File: src/rtl/circuito_jogo_param_if.sv
// Player-side and debug signals of the parametrised memory game engine.
interface circuito_jogo_param_if #(
  parameter int unsigned N_CHAVES = 4
);
  logic                iniciar;
  logic [N_CHAVES-1:0] chaves;
  logic                ganhou;
  logic                perdeu;
  logic                pronto;
  logic [N_CHAVES-1:0] leds;
  logic [3:0]          db_estado;
  logic [7:0]          db_rodada;
  logic [7:0]          db_endereco;
  logic [N_CHAVES-1:0] db_jogada;
  logic                db_jogada_correta;
  logic                db_timeout;

  modport master (
    output iniciar, chaves,
    input  ganhou, perdeu, pronto, leds, db_estado, db_rodada, db_endereco,
           db_jogada, db_jogada_correta, db_timeout
  );

  modport slave (
    input  iniciar, chaves,
    output ganhou, perdeu, pronto, leds, db_estado, db_rodada, db_endereco,
           db_jogada, db_jogada_correta, db_timeout
  );
endinterface

File: src/rtl/circuito_jogo_param.sv
// Memory game engine: LFSR sequence, show phase on leds, replay checking.
// Optional per-jogada timeout loss is enabled by defining JOGO_TIMEOUT_EN.
module circuito_jogo_param #(
  parameter int unsigned N_CHAVES       = 4,
  parameter int unsigned N_RODADAS      = 16,
  parameter int unsigned MOSTRA_CICLOS  = 1000,
  parameter int unsigned TIMEOUT_CICLOS = 3000,
  parameter logic [15:0] SEMENTE        = 16'hACE1
) (
  input logic                   clock,
  input logic                   reset,
  circuito_jogo_param_if.slave  jogo
);

  localparam int unsigned SEL_W    = (N_CHAVES > 2) ? $clog2(N_CHAVES) : 1;
  localparam int unsigned MOSTRA_W = (MOSTRA_CICLOS > 1) ? $clog2(MOSTRA_CICLOS) : 1;
  localparam logic [15:0] TAPS     = 16'hB400;
  localparam logic [7:0]  ULTIMA   = 8'(N_RODADAS - 1);
  localparam logic [MOSTRA_W-1:0] MOSTRA_FIM = MOSTRA_W'(MOSTRA_CICLOS - 1);

  // Elaboration-time parameter legality checks
  if (TIMEOUT_CICLOS < 2) begin : g_tmo_invalido
    $error("TIMEOUT_CICLOS must be at least 2");
  end
  if (SEMENTE == 16'h0000) begin : g_semente_invalida
    $error("SEMENTE must be nonzero");
  end

  typedef enum logic [3:0] {
    INICIAL     = 4'h0,
    PREPARA     = 4'h1,
    MOSTRA      = 4'h2,
    INTERVALO   = 4'h3,
    ESPERA      = 4'h4,
    REGISTRA    = 4'h5,
    COMPARA     = 4'h6,
    PROX_JOGADA = 4'h7,
    PROX_RODADA = 4'h8,
    FIM_GANHOU  = 4'hA,
    FIM_PERDEU  = 4'hB,
    FIM_TIMEOUT = 4'hC
  } estado_t;

  estado_t             estado;
  logic [15:0]         lfsr;
  logic [15:0]         lfsr_prox;
  logic [N_CHAVES-1:0] simbolo;
  logic [N_CHAVES-1:0] simbolo_prox;
  logic [N_CHAVES-1:0] chaves_ant;
  logic                jogada_c;
  logic [MOSTRA_W-1:0] cnt;
  logic [7:0]          rodada;
  logic [7:0]          endereco;
  logic                ganhou;
  logic                perdeu;
  logic                pronto;
  logic [N_CHAVES-1:0] leds;
  logic [N_CHAVES-1:0] jogada;
  logic                jogada_correta;
  logic                fim_timeout;

`ifdef JOGO_TIMEOUT_EN
  localparam int unsigned TMO_W = $clog2(TIMEOUT_CICLOS);
  localparam logic [TMO_W-1:0] TMO_FIM = TMO_W'(TIMEOUT_CICLOS - 1);
  logic [TMO_W-1:0] timer;
`endif

  function automatic logic [N_CHAVES-1:0] one_hot(input logic [15:0] l);
    return N_CHAVES'(1) << l[SEL_W-1:0];
  endfunction

  // Sequence generator helpers and rising-edge jogada detection
  always_comb begin
    lfsr_prox    = (lfsr >> 1) ^ (lfsr[0] ? TAPS : 16'h0000);
    simbolo      = one_hot(lfsr);
    simbolo_prox = one_hot(lfsr_prox);
    jogada_c     = (jogo.chaves != '0) && (chaves_ant == '0);
  end

  always_ff @(posedge clock or negedge reset) begin
    if (!reset) begin
      estado         <= INICIAL;
      lfsr           <= SEMENTE;
      chaves_ant     <= '0;
      cnt            <= '0;
      rodada         <= '0;
      endereco       <= '0;
      ganhou         <= 1'b0;
      perdeu         <= 1'b0;
      pronto         <= 1'b0;
      leds           <= '0;
      jogada         <= '0;
      jogada_correta <= 1'b0;
      fim_timeout    <= 1'b0;
`ifdef JOGO_TIMEOUT_EN
      timer          <= '0;
`endif
    end else begin
      chaves_ant <= jogo.chaves;
      case (estado)
        INICIAL: if (jogo.iniciar) estado <= PREPARA;
        PREPARA: begin
          rodada         <= '0;
          endereco       <= '0;
          lfsr           <= SEMENTE;
          cnt            <= '0;
          jogada         <= '0;
          jogada_correta <= 1'b0;
          leds           <= one_hot(SEMENTE);
          estado         <= MOSTRA;
        end
        MOSTRA: begin
          if (cnt == MOSTRA_FIM) begin
            cnt    <= '0;
            leds   <= '0;
            estado <= INTERVALO;
          end else begin
            cnt <= cnt + 1'b1;
          end
        end
        INTERVALO: begin
          if (cnt == MOSTRA_FIM) begin
            cnt <= '0;
            if (endereco == rodada) begin
              endereco <= '0;
              lfsr     <= SEMENTE;
`ifdef JOGO_TIMEOUT_EN
              timer    <= '0;
`endif
              estado   <= ESPERA;
            end else begin
              endereco <= endereco + 8'd1;
              lfsr     <= lfsr_prox;
              leds     <= simbolo_prox;
              estado   <= MOSTRA;
            end
          end else begin
            cnt <= cnt + 1'b1;
          end
        end
        // A jogada in the same cycle as the last timer tick takes priority
        ESPERA: begin
          if (jogada_c) begin
            estado <= REGISTRA;
`ifdef JOGO_TIMEOUT_EN
          end else if (timer == TMO_FIM) begin
            pronto      <= 1'b1;
            perdeu      <= 1'b1;
            fim_timeout <= 1'b1;
            estado      <= FIM_TIMEOUT;
          end else begin
            timer <= timer + 1'b1;
`endif
          end
        end
        REGISTRA: begin
          jogada         <= jogo.chaves;
          jogada_correta <= (jogo.chaves == simbolo);
`ifdef JOGO_TIMEOUT_EN
          timer          <= '0;
`endif
          estado         <= COMPARA;
        end
        COMPARA: begin
          if (!jogada_correta) begin
            pronto <= 1'b1;
            perdeu <= 1'b1;
            estado <= FIM_PERDEU;
          end else if (endereco != rodada) begin
            estado <= PROX_JOGADA;
          end else if (rodada == ULTIMA) begin
            pronto <= 1'b1;
            ganhou <= 1'b1;
            estado <= FIM_GANHOU;
          end else begin
            estado <= PROX_RODADA;
          end
        end
        PROX_JOGADA: begin
          endereco <= endereco + 8'd1;
          lfsr     <= lfsr_prox;
`ifdef JOGO_TIMEOUT_EN
          timer    <= '0;
`endif
          estado   <= ESPERA;
        end
        PROX_RODADA: begin
          rodada   <= rodada + 8'd1;
          endereco <= '0;
          lfsr     <= SEMENTE;
          cnt      <= '0;
          leds     <= one_hot(SEMENTE);
          estado   <= MOSTRA;
        end
        FIM_GANHOU, FIM_PERDEU, FIM_TIMEOUT: begin
          if (jogo.iniciar) begin
            ganhou      <= 1'b0;
            perdeu      <= 1'b0;
            pronto      <= 1'b0;
            fim_timeout <= 1'b0;
            estado      <= PREPARA;
          end
        end
        default: begin
          leds   <= '0;
          estado <= INICIAL;
        end
      endcase
    end
  end

  assign jogo.ganhou            = ganhou;
  assign jogo.perdeu            = perdeu;
  assign jogo.pronto            = pronto;
  assign jogo.leds              = leds;
  assign jogo.db_estado         = estado;
  assign jogo.db_rodada         = rodada;
  assign jogo.db_endereco       = endereco;
  assign jogo.db_jogada         = jogada;
  assign jogo.db_jogada_correta = jogada_correta;
  assign jogo.db_timeout        = fim_timeout;

endmodule

File: src/flat_wrapper.sv
// flat-port wrapper written by rule: the top's interface ports become plain ports
module circuito_jogo_param_flat 
#(
  parameter int unsigned N_CHAVES       = 4,
  parameter int unsigned N_RODADAS      = 16,
  parameter int unsigned MOSTRA_CICLOS  = 1000,
  parameter int unsigned TIMEOUT_CICLOS = 3000,
  parameter logic [15:0] SEMENTE        = 16'hACE1
)
  (clock, reset, jogo_iniciar, jogo_chaves, jogo_ganhou, jogo_perdeu, jogo_pronto, jogo_leds, jogo_db_estado, jogo_db_rodada, jogo_db_endereco, jogo_db_jogada, jogo_db_jogada_correta, jogo_db_timeout);
  circuito_jogo_param_if #(.N_CHAVES(N_CHAVES)) jogo_i ();
  input logic clock;
  input logic reset;
  input wire logic [$bits(jogo_i.iniciar)-1:0] jogo_iniciar;
  input wire logic [$bits(jogo_i.chaves)-1:0] jogo_chaves;
  output wire logic [$bits(jogo_i.ganhou)-1:0] jogo_ganhou;
  output wire logic [$bits(jogo_i.perdeu)-1:0] jogo_perdeu;
  output wire logic [$bits(jogo_i.pronto)-1:0] jogo_pronto;
  output wire logic [$bits(jogo_i.leds)-1:0] jogo_leds;
  output wire logic [$bits(jogo_i.db_estado)-1:0] jogo_db_estado;
  output wire logic [$bits(jogo_i.db_rodada)-1:0] jogo_db_rodada;
  output wire logic [$bits(jogo_i.db_endereco)-1:0] jogo_db_endereco;
  output wire logic [$bits(jogo_i.db_jogada)-1:0] jogo_db_jogada;
  output wire logic [$bits(jogo_i.db_jogada_correta)-1:0] jogo_db_jogada_correta;
  output wire logic [$bits(jogo_i.db_timeout)-1:0] jogo_db_timeout;
  assign jogo_i.iniciar = jogo_iniciar;
  assign jogo_i.chaves = jogo_chaves;
  assign jogo_ganhou = jogo_i.ganhou;
  assign jogo_perdeu = jogo_i.perdeu;
  assign jogo_pronto = jogo_i.pronto;
  assign jogo_leds = jogo_i.leds;
  assign jogo_db_estado = jogo_i.db_estado;
  assign jogo_db_rodada = jogo_i.db_rodada;
  assign jogo_db_endereco = jogo_i.db_endereco;
  assign jogo_db_jogada = jogo_i.db_jogada;
  assign jogo_db_jogada_correta = jogo_i.db_jogada_correta;
  assign jogo_db_timeout = jogo_i.db_timeout;
  circuito_jogo_param #(.N_CHAVES(N_CHAVES), .N_RODADAS(N_RODADAS), .MOSTRA_CICLOS(MOSTRA_CICLOS), .TIMEOUT_CICLOS(TIMEOUT_CICLOS), .SEMENTE(SEMENTE)) u_core (.clock(clock), .reset(reset), .jogo(jogo_i));
endmodule
File: config.mk
export PLATFORM = sky130hd
export DESIGN_NAME = circuito_jogo_param_flat
export DESIGN_NICKNAME = d
export VERILOG_FILES = /design/src/rtl/circuito_jogo_param_if.sv /design/src/rtl/circuito_jogo_param.sv /design/src/flat_wrapper.sv
export SDC_FILE = /design/constraint.sdc
export NUM_CORES = 1
export LEC_CHECK = 0
export CAP_MARGIN = 20
export CORE_ASPECT_RATIO = 0.9
export CORE_UTILIZATION = 50
export DETAILED_ROUTE_END_ITERATION = 16
export PLACE_DENSITY = 0.82
export SKIP_CTS_REPAIR_TIMING = 1
export SLEW_MARGIN = 40
export SYNTH_ARGS = -nofsm -noshare
export SYNTH_HDL_FRONTEND = slang
export SYNTH_SLANG_ARGS = --single-unit
File: constraint.sdc
create_clock -name clock -period 2.4 [get_ports clock]
set_clock_uncertainty 0.1 [all_clocks]
set_input_delay 0.48 -clock clock [delete_from_list [all_inputs] [get_ports clock]]
set_output_delay 0.48 -clock clock [all_outputs]
set_load 0.02 [all_outputs]
# Word-level counts from Yosys, hierarchy flattened
# Index checks and enable logic that the tools add are counted.
# op_classes
add_sub_neg	3
n_eq_ne	28
shifts	2
n_mux	34
bitwise_logic	2
n_reduce_logical	20
# op_table
operator	count
$mux W16	3
$pmux W16 S3	1
$mux W4	9
$pmux W4 S8	1
$pmux W8 S3	1
$pmux W10 S2	1
$add A8 B1 Y8 const B	2
$eq A4 B3 Y1 const B	4
$eq A4 B4 Y1 const B	4
$mux W8	2
$pmux W4 S4	1
$pmux W8 S2	1
$xor A15 B16 Y16	1
$ne A2 B1 Y1 const B	6
$reduce_and A4 Y1	3
$add A10 B1 Y10 const B	1
$eq A10 B10 Y1 const B	1
$mux W10	1
$eq A4 B2 Y1 const B	2
$eq A8 B4 Y1 const B	1
$eq A8 B8 Y1	1
$logic_not A4 Y1	2
$ne A2 B2 Y1 const B	4
$ne A8 B8 Y1	1
other kinds (21)	35
# word_totals
register_bits	62
inputBits	7
output_inout_bits	33
word_cells	101

# Longest topological paths before layout
# Gate-level depths: netlist (run 1).
# logic_depth
depth_word	6
ltp_mapped	8

# Least setup slack after synthesis (run 1)
# OpenSTA, ideal clock, no wires.
# synth_timing
kind	register to register
startpoint	register u_core.estado[2], in the netlist u_core.jogo.db_estado[2]
endpoint	register u_core.endereco[7], in the netlist u_core.jogo.db_endereco[7]
setup_ns	0.083
arrival_ns	2.246
required_ns	2.217
setup_slack_ns	-0.029
stages_incl_launch_ff	9
n_path_buf	3
synth_period_minus_slack_ns	2.429
cell_sequence	dfrtp_1 buf_6 or4b_1 buf_2 o221a_4 and2_4 buf_6 or4_4 a22oi_2
# synth_between
elab_chain_len	4
# synth_lines
item	line	text
start, declared	circuito_jogo_param.sv:44	estado_t estado;
start signal, assigned	circuito_jogo_param.sv:82	estado <= INICIAL;
start signal, assigned	circuito_jogo_param.sv:101	INICIAL: if (jogo.iniciar) estado <= PREPARA;
start signal, assigned	circuito_jogo_param.sv:110	estado <= MOSTRA;
$eq A4 B1 Y1 / $eq A4 B4 Y1 (equally long branches)	circuito_jogo_param.sv:100	case (estado)
$reduce_or A2 Y1 (no source line)	-	
$reduce_bool A3 Y1 (no source line)	-	
$reduce_and A2 Y1 (no source line)	-	
end signal, assigned	circuito_jogo_param.sv:132	endereco <= endereco + 8'd1;
end signal, assigned	circuito_jogo_param.sv:180	endereco <= endereco + 8'd1;
end, declared	circuito_jogo_param.sv:53	logic [7:0] endereco;
# Several ways; a longest one is shown, not always the timed one.
# A chain may end at the register's enable or synchronous reset.

# Final worst setup path (run 1)
# layout_timing
startpoint	register u_core.rodada[6], in the netlist u_core.jogo.db_rodada[6]
endpoint	register u_core.leds[0], in the netlist u_core.jogo.leds[0]
# layout_between
elab_chain_len	3
# layout_lines
item	line	text
start, declared	circuito_jogo_param.sv:52	logic [7:0] rodada;
start signal, assigned	circuito_jogo_param.sv:188	rodada <= rodada + 8'd1;
$eq A8 B8 Y1	circuito_jogo_param.sv:124	if (endereco == rodada) begin
$ne A2 B2 Y1 (no source line)	-	
$reduce_and A4 Y1 (no source line)	-	
end signal, assigned	circuito_jogo_param.sv:109	leds <= one_hot(SEMENTE);
end signal, assigned	circuito_jogo_param.sv:134	leds <= simbolo_prox;
end signal, assigned	circuito_jogo_param.sv:192	leds <= one_hot(SEMENTE);
end, declared	circuito_jogo_param.sv:57	logic [N_CHAVES-1:0] leds;
# No other way between the ends.

==> out/metrics.cfg, run 1 <==
[power]
leakage_nw=1.756
p_seq_share_pct=49.1
switchingPower_mw=0.4342
powerDensity_nw_per_um2=534.0
ir_worst_vdd_mv=0.4289
p_clk_share_pct=48.9
p_int_mw=1.704
switching_share_pct=20.30
pwr-share-comb_pct=2.0
power_mw=2.139

[floorplan]
start_util_pct=52.16
pin_count=40
dieArea_sq_um=6738
fp-row-count=27
die_w_um=86.42
die_h_um=77.98
core-area_sq_um=6148

[run_status]
outcome=completed

[timing]
finalHoldViolCount=0
slew_headroom_pct=60.16
tns_ns=0
slew_violations=0
worst_pin_slew_ns=0.5921
fin_crit_sh_pct=92.92
period_minus_slack_ns=2.230
setup_viol=0
fmax_mhz=448.4
grt_setup_unrepaired=no

[yosys]
synth_top_area_share_pct=42.14
synth_ff_type=dfrtp_1
synth.yosys.seq_area_share_pct=48.69
syn_inst=329
ys_top_cells_by_area=dfrtp_1, dfstp_2, nand2_1
synth_top_area_cell=dfrtp_1
yosysMostFrequentCell=dfrtp_1
synthMuxAreaShare_pct=3.004
synth-warning-count=0
async_flop_share_pct=100.0
ys_ff_latch=62
synthesis.nets=339
synth_cell_types=57
yosys.area_share.adder_pct=1.171
synth_xor_area_share_pct=6.828
synthTopCellsByCount=dfrtp_1, nand2_1, o21ai_0
synth_top_family_by_area=compound AO/OA/AOI/OAI gates
synth_compound_gate_area_share_pct=18.18
synth-edff-count=0
syn_avg_cell_area_sq_um=9.747
yosys.area_share.simple_pct=17.83
netlist_area_sq_um=3207

[critical_path]
setup.worst_path.end_class=register
critical_path.max_fanout=6
worstSetupPathType=reg -> reg
cp.required_ns=2.52
cp-start-kind=register
critical_path_arrival_ns=2.35

[finish]
fillCellCount=498
final_cell_area_sq_um=4005
diodes=0
final_nets=391
area_delta_synth_final_pct=24.89
utilization_pct=65.14
layout-drive-gt1-share_pct=15.54

[global_routing]
grt_pass1_vias=2576
grt.overflow.total=0
grt_util_all_layers_pct=23.77
antenna_found_initial=0
grt_pass1_wl_um=12440
grt_max_degree=47

[routing]
num_vias=2639
ant_nets=0
wl_um=7064
drc=0
vias_per_cell=5.579
drtPass1Iterations=4
drtIter0Drc=142
wl_per_cell_um=14.93

[cts]
cts_root_buf=clkbuf_8
clk_latency_ns=0.34
htree_levels=3
cts_tree=yes
path_clk_slew_ns=0.07
cts_buffers=9
cts.path.max_buffers=2
clock-sinks=62

[run]
drv_cap=0

[placement]
placed_area_sq_um=3762
gp_congestion=0.8825
port_buffers=38
place_hpwl_um=4941

[min_path]
worstHoldPathType=reg -> reg

[through the flow]
stage / hold WS [ns] / std cells / setup WS [ns]
floorplan: 0.08441 / 329 / 0.05155
global placement: 0.3377 / 456 / 0.2236
detailed placement: 0.3351 / 456 / 0.2086
CTS: -0.03265 / 472 / 0.1551
global route: 0.3985 / 473 / 0.04819
finish: 0.3895 / 473 / 0.1698
[power by group through the flow]
stage          clock, mW  sequential, mW  combinational (mW)
2_1_floorplan          0            1.07             0.00602
3_3_place_gp           0            1.07              0.0429
3_5_place_dp           0            1.07              0.0439
4_1_cts             1.07            1.05              0.0441
5_1_grt             1.11            1.05              0.0495
6_report            1.05            1.05              0.0435
[state kept, by name, summed over array words and instances (netlist names), 4 cells and up]
name	cells
u_core.jogo.db_rodada	8
u_core.chaves_ant	4
u_core.cnt	10
u_core.jogo.db_jogada	4
u_core.jogo.db_estado	4
u_core.jogo.leds	4
u_core.lfsr	16
u_core.jogo.db_endereco	8
[kinds of logic after synthesis]
logic type,count (synthesis)
AOI/OAI and AO/OA,88
xor gates and xnor gates,25
adders and majority gates,3
buffers and inverters,30
DFF,62
muxes,9
other,1
and+or+nand+nor,111
[critical path, cell delays in order (launching register included)]
cell and delay (ns):
dfrtp_1 0.45, xor2_1 0.19, nor4_1 0.38, buf_4 0.21, a31oi_1 0.10, o211ai_1 0.19
buf_4 0.17, mux2_2 0.33
[path summary, 6_finish.rpt]
kind / startpoint / endpoint / slack [ns] / cells after the start
min in group asynchronous: reset / u_core.jogo.db_rodada[4]$_DFFE_PN0N_ / 0.51 / 2
hold / removal: u_core.lfsr[5]$_DFFE_PN1P_ / u_core.lfsr[5]$_DFFE_PN1P_ / 0.39 / 2
setup / recovery: u_core.jogo.db_rodada[6]$_DFFE_PN0N_ / u_core.jogo.leds[0]$_DFFE_PN0P_ / 0.17 / 7
max in group asynchronous: reset / u_core.lfsr[7]$_DFFE_PN1P_ / 1.05 / 3
hold reg to reg: u_core.lfsr[5]$_DFFE_PN1P_ / u_core.lfsr[5]$_DFFE_PN1P_ / 0.39 / 2
setup reg to reg: u_core.jogo.db_rodada[6]$_DFFE_PN0N_ / u_core.jogo.leds[0]$_DFFE_PN0P_ / 0.17 / 7
[layer usage]
| layer | GRT usage (%) | up-vias | part of all wire, % |
|---|---|---|---|
| met3 | 7.021 | 10 | 6.7 |
| met2 | 37.70 | 85 | 47 |
| li1 | - | 1274 | - |
| met1 | 31.69 | 1270 | 46 |
| met5 | 0 | - | 0 |
| met4 | 6.500 | 0 | 1.1 |
[layout make-up]
type | instances | area [sq um] | share of cell area (%)
Clock inverter | 5 | 81.33 | 2.031
Sequential cell | 62 | 1563 | 39.02
Tap cell | 87 | 108.9 | 2.718
Timing Repair Buffer | 58 | 540.5 | 13.50
Inverter | 13 | 48.80 | 1.218
Clock buffer | 11 | 151.4 | 3.780
Multi-Input combinational cell | 237 | 1511 | 37.74
[placed cells by master (no fill, tap or decap), types with 4 or more instances in the layout]
cell | Yosys | final
nor2_1 | 18 | 18
xor2_1 | 14 | 14
o21ai_0 | 28 | 28
dfstp_2 | 8 | 8
clkbuf_8 | 0 | 11
buf_4 | 1 | 18
o22ai_1 | 5 | 5
mux2_2 | 5 | 5
clkdlybuf4s50_1 | 0 | 37
mux2i_1 | 4 | 4
nand2b_1 | 5 | 5
o21a_1 | 4 | 4
nor4_1 | 5 | 5
o22a_1 | 5 | 5
inv_1 | 13 | 13
o31ai_1 | 4 | 4
a21oi_1 | 15 | 15
nand2_1 | 39 | 39
xnor2_1 | 11 | 11
nand4_1 | 4 | 4
dfrtp_1 | 54 | 53
nand3_1 | 10 | 10
a211oi_1 | 4 | 4
nor3_1 | 6 | 6
a31oi_1 | 5 | 5
Note: power is estimated with default switching activity, not from simulation.
==> inputs of run 2 (changes only) <==
Settings changed: ABC_AREA set to 1, CAP_MARGIN 20 to 40, SLEW_MARGIN 40 to not set.
==> out/metrics.cfg, run 2 <==
[routing]
ant_nets=0  ; unchanged
wl_um=7379  ; +4.5%
drtPass1Iterations=4  ; unchanged
drc=0  ; unchanged
vias_per_cell=5.071  ; -9.1%
num_vias=2865  ; +8.6%
drtIter0Drc=190  ; +34%
wl_per_cell_um=13.06  ; -13%

[finish]
layout-drive-gt1-share_pct=10.67  ; -4.9 points
largest_register_ffs=16  ; unchanged
final_cell_mix=nand2_1, inv_1, dfrtp_1, nor2_1, clkdlybuf4s50_1
final_common_cell=nand2_1
largestRegisters=u_core.lfsr (16), u_core.cnt (10)
area_delta_synth_final_pct=21.35
utilization_pct=63.95  ; -1.2 points
largest_register=u_core.lfsr
final_nets=483  ; +24%
diodes=0  ; unchanged
fin_cells=565  ; +19%

[floorplan]
die_h_um=78.79  ; +1.0%
dieArea_sq_um=6880  ; +2.1%
fp-row-count=27  ; unchanged
start_util_pct=52.70  ; +0.54 points
die_w_um=87.32  ; +1.0%
core-area_sq_um=6216  ; +1.1%
pin_count=40  ; unchanged

[yosys]
synth_top_area_share_pct=41.25  ; -0.89 points
ys_top_cells_by_area=dfrtp_1, nand2_1, dfstp_2
ys_ff_latch=62  ; unchanged
synth_xor_area_share_pct=1.604  ; -5.2 points
synth_top_family_by_area=simple AND/OR/NAND/NOR gates
synthMuxAreaShare_pct=0  ; -3.0 points
netlist_area_sq_um=3276  ; +2.1%
synth.yosys.seq_area_share_pct=47.67  ; -1.0 points
syn_avg_cell_area_sq_um=7.653  ; -21%
syn_inst=428  ; +30%
synth-edff-count=0  ; unchanged
yosys.area_share.adder_pct=1.146  ; -0.025 points
async_flop_share_pct=100.0  ; unchanged
synth_cell_types=30  ; -47%
synth_ff_type=dfrtp_1
synth_compound_gate_area_share_pct=12.30  ; -5.9 points
synth-warning-count=0  ; unchanged
synth_top_area_cell=dfrtp_1
yosysMostFrequentCell=nand2_1
yosys.area_share.simple_pct=28.61  ; +11 points
synthTopCellsByCount=nand2_1, inv_1, dfrtp_1
synthesis.nets=438  ; +29%

[critical_path]
setup.worst_path.end_class=primary output
r2r-start=u_core.jogo.db_estado[2]$_DFFE_PN0P_
r2r-end=u_core.jogo.db_endereco[0]$_DFFE_PN0P_
cp-start-kind=register
crit_chain=clkdlybuf4s50_1
critical_path_arrival_ns=1.57  ; -0.78 ns
worst-path-stages=1  ; -6
worstSetupPathType=reg -> out
max_stage_delay_ns=0.69  ; +0.24 ns
critical_path.max_fanout=7  ; +1
r2r_setup_slack_ns=0.33  ; +0.16 ns
cp.required_ns=1.82  ; -0.70 ns
r2r_cells=9  ; +2
crit_start=u_core.jogo.db_estado[3]$_DFFE_PN0P_
path_delay_family=buffers and inverters
cp-endpoint=jogo_db_estado[3]
cp_num_buf_inv=1  ; -1
cp_slowest_cell=clkdlybuf4s50_1

[power]
leakage_nw=1.868  ; +6.4%
ir_worst_vdd_mv=0.7249  ; +69%
power_mw=4.674  ; +120%
powerDensity_nw_per_um2=1176  ; +120%

[timing]
finalHoldViolCount=0  ; unchanged
slew_violations=0  ; unchanged
setup_viol=0  ; unchanged
period_minus_slack_ns=2.153  ; -0.07724 ns
grt_setup_unrepaired=no
fin_crit_sh_pct=89.71  ; -3.2 points
fmax_mhz=464.5  ; +3.6%
tns_ns=0  ; unchanged

[global_routing]
grt_pass1_wl_um=12450  ; about the same
grt.overflow.total=0  ; unchanged
grt_max_degree=63  ; +34%
antenna_found_initial=0  ; unchanged
grt_util_all_layers_pct=23.56  ; -0.21 points
grt_pass1_vias=2730  ; +6.0%

[run_status]
outcome=completed

[cts]
clock-sinks=62  ; unchanged
cts.path.max_buffers=2  ; unchanged
path_clk_slew_ns=0.07  ; about the same
cts_tree=yes
htree_levels=3  ; unchanged
cts_root_buf=clkbuf_8
clk_latency_ns=0.35  ; about the same
cts_buffers=9  ; unchanged

[placement]
port_buffers=38  ; unchanged
dp.cells=549  ; +20%
place_hpwl_um=5318  ; +7.6%
gp_congestion=0.9358  ; +6.0%

[run]
drv_cap=0  ; unchanged

[min_path]
worstHoldPathType=in -> async

-- run 2: report_power, final --
group	switching, mW	internal [mW]
combinational	1.36	0.717
sequential	0.218	1.31
clock	0.452	0.620
total	2.03	2.64
-- run 2: per-layer routing --
metal	track usage (%)	up-vias	share of wire, %
met5	0	-	0
met4	7.705	0	1.4
met3	6.965	11	4.2
met2	39.30	64	49
met1	29.21	1330	45
li1	-	1460	-
-- run 2: area by class of cell --
cell class	instances	area [sq um]
clock buffers	10	137.6
clock inverters	6	93.84
fillers	551	2241
inverters	59	221.5
multi-input cells	299	1434
flip-flops and latches	62	1562
well taps	87	108.9
repair buffers	42	417.9
-- run 2: worst min-delay path by stage --
stage	endpoint	slack, ns	cells past startpoint
after CTS	u_core.cnt[7]$_DFFE_PN0P_	0.04	2
final	u_core.cnt[7]$_DFFE_PN0P_	0.02	2
after global routing	u_core.cnt[4]$_DFFE_PN0P_	0.06	2
after floorplan	u_core.chaves_ant[0]$_DFF_PN0_	0.08	0
after detailed placement	u_core.lfsr[3]$_DFFE_PN0P_	0.36	2
after global placement	u_core.lfsr[3]$_DFFE_PN0P_	0.35	2
-- run 2: cell families after synthesis --
logic type | Yosys count
AO/OA/AOI/OAI | 68
XOR/XNOR | 6
adder cells (fa/ha/maj) | 3
buffers and inverters | 67
flip-flops | 62
other | 1
AND/OR/NAND/NOR | 221
-- run 2: stage by stage --
step           area [sq um]  hold slack, ns  worst slack, ns
6_report               3975         0.02273           0.2470
5_1_grt                3975         0.06001           0.1055
4_1_cts                3975         0.03969           0.2333
3_5_place_dp           3744          0.3623           0.3777
2_1_floorplan          3276         0.08441           0.6910
3_3_place_gp           3744          0.3521           0.3701
==> inputs of run 3 (changes only) <==
Settings changed: MAX_ROUTING_LAYER set to met4.
==> out/metrics.cfg, run 3 (synthesis results as in run 2) <==
[timing]
finalHoldViolCount=0  ; unchanged
period_minus_slack_ns=2.169  ; +0.01625 ns
setup_viol=0  ; unchanged
tns_ns=0  ; unchanged
fin_crit_sh_pct=90.38  ; +0.68 points
slew_violations=0  ; unchanged
fmax_mhz=461.0  ; -0.75%
grt_setup_unrepaired=no

[finish]
largest_register=u_core.lfsr
area_delta_synth_final_pct=20.40
final_cell_area_sq_um=3944  ; -0.79%
diodes=0  ; unchanged
largestRegisters=u_core.lfsr (16), u_core.cnt (10)
largest_register_ffs=16  ; unchanged
final_nets=483  ; unchanged
layout-drive-gt1-share_pct=10.46  ; -0.21 points
final_cell_mix=nand2_1, inv_1, dfrtp_1, nor2_1, clkdlybuf4s50_1
final_common_cell=nand2_1

[global_routing]
antenna_found_initial=0  ; unchanged
grt_pass1_wl_um=12360  ; -0.72%
grt.overflow.total=0  ; unchanged
grt_pass1_vias=2783  ; +1.9%
grt_util_all_layers_pct=24.16  ; +0.59 points
grt_max_degree=63  ; unchanged

[cts]
cts_root_buf=clkbuf_8
clock-sinks=62  ; unchanged
cts_tree=yes
cts.path.max_buffers=2  ; unchanged
htree_levels=3  ; unchanged
cts_buffers=9  ; unchanged
path_clk_slew_ns=0.08  ; about the same
clk_latency_ns=0.36  ; about the same

[floorplan]
start_util_pct=52.70  ; unchanged
fp-row-count=27  ; unchanged
dieArea_sq_um=6880  ; unchanged
die_h_um=78.79  ; unchanged
pin_count=40  ; unchanged
core-area_sq_um=6216  ; unchanged
die_w_um=87.32  ; unchanged

[power]
leakage_nw=1.848  ; -1.1%
powerDensity_nw_per_um2=1156  ; -1.6%
ir_worst_vdd_mv=0.6823  ; -5.9%

[critical_path]
critical_path_arrival_ns=1.59  ; +0.02 ns
cp-start-kind=register
crit_start=u_core.jogo.db_estado[3]$_DFFE_PN0P_
critical_path.max_fanout=7  ; unchanged
max_stage_delay_ns=0.67  ; -0.02 ns
cp_slowest_cell=clkdlybuf4s50_1
worstSetupPathType=reg -> out
crit_chain=clkdlybuf4s50_1
r2r-start=u_core.cnt[0]$_DFFE_PN0P_
setup.worst_path.end_class=primary output
cp.required_ns=1.82  ; about the same
cp_num_buf_inv=1  ; unchanged
path_delay_family=buffers and inverters

[placement]
gp_congestion=0.9688  ; +3.5%
placed_area_sq_um=3744  ; unchanged
port_buffers=38  ; unchanged
place_hpwl_um=5485  ; +3.1%

[routing]
ant_nets=0  ; unchanged
wl_um=7512  ; +1.8%
drtPass1Iterations=4  ; unchanged
drc=0  ; unchanged
wl_per_cell_um=13.30  ; +1.8%
drtIter0Drc=244  ; +28%
num_vias=2956  ; +3.2%
vias_per_cell=5.232  ; +3.2%

[min_path]
worstHoldPathType=in -> async

[run]
drv_cap=0  ; unchanged

[run_status]
outcome=completed

-- run 3: cell types whose count changed in the layout (fill, tap and decap cells not counted) --
cell	previous run	this run
bufinv_16	2	1
inv_2	3	2
clkbuf_1	0	1
clkinvlp_4	1	2
clkbuf_8	10	9
clkinv_2	0	1
-- run 3: final cells by class --
type / instances / area, sq um
Fill cell: 559 / 2272
Tap cell: 87 / 108.9
Clock buffer: 10 / 127.6
Sequential cell: 62 / 1562
Clock inverter: 6 / 71.32
Timing Repair Buffer: 42 / 417.9
Multi-Input combinational cell: 299 / 1434
Inverter: 59 / 222.7
-- run 3: worst paths after layout --
path / to / slack, ns / cells after the start
worst min-delay path: u_core.cnt[9]$_DFFE_PN0P_ / 0.01 / 2
max in group asynchronous: u_core.lfsr[10]$_DFFE_PN1P_ / 1.86 / 2
worst max register to register: u_core.lfsr[1]$_DFFE_PN0P_ / 0.24 / 10
worst max-delay path: jogo_db_estado[3] / 0.23 / 1
min in group clock: u_core.lfsr[3]$_DFFE_PN0P_ / 0.39 / 2
worst min register to register: u_core.lfsr[3]$_DFFE_PN0P_ / 0.39 / 2
-- run 3: worst register-to-register path: cells and delay by family (launching register included) --
kind | cells | cell delay [ns]
AO/OA/AOI/OAI | 1 | 0.07
adder cells (fa/ha/maj) | 1 | 0.22
AND/OR/NAND/NOR | 6 | 0.67
flip-flops | 1 | 0.41
buffers and inverters | 2 | 0.56
-- run 3: where the power goes --
group          total (mW)  switching, mW  internal [mW]
clock network       0.945          0.459          0.486
registers            1.53          0.220           1.31
logic                2.09           1.38          0.708
-- run 3: metrics by stage --
stage,setup slack (ns),utilization [%],hold WS (ns),cells,power [mW]
final,0.2308,63.45,0.009677,565,4.560
after global routing,0.04013,63.45,0.03849,565,4.884
after CTS,0.2325,63.43,0.02968,565,4.562
after detailed placement,0.2476,60.23,0.3746,549,3.611
after global placement,0.3586,60.23,0.3637,549,3.545
after floorplan,0.6910,-,0.08441,428,3.027
-- run 3: metal layers --
metal / share of wire, % / track usage, % / vias to the layer above / wire length (um)
met4: 2.5 / 12.62 / 0 / 188
met3: 4.8 / 5.821 / 23 / 360
met5: 0 / - / - / 0
met1: 45 / 28.70 / 1383 / 3374
li1: - / - / 1461 / -
met2: 48 / 38.20 / 89 / 3588
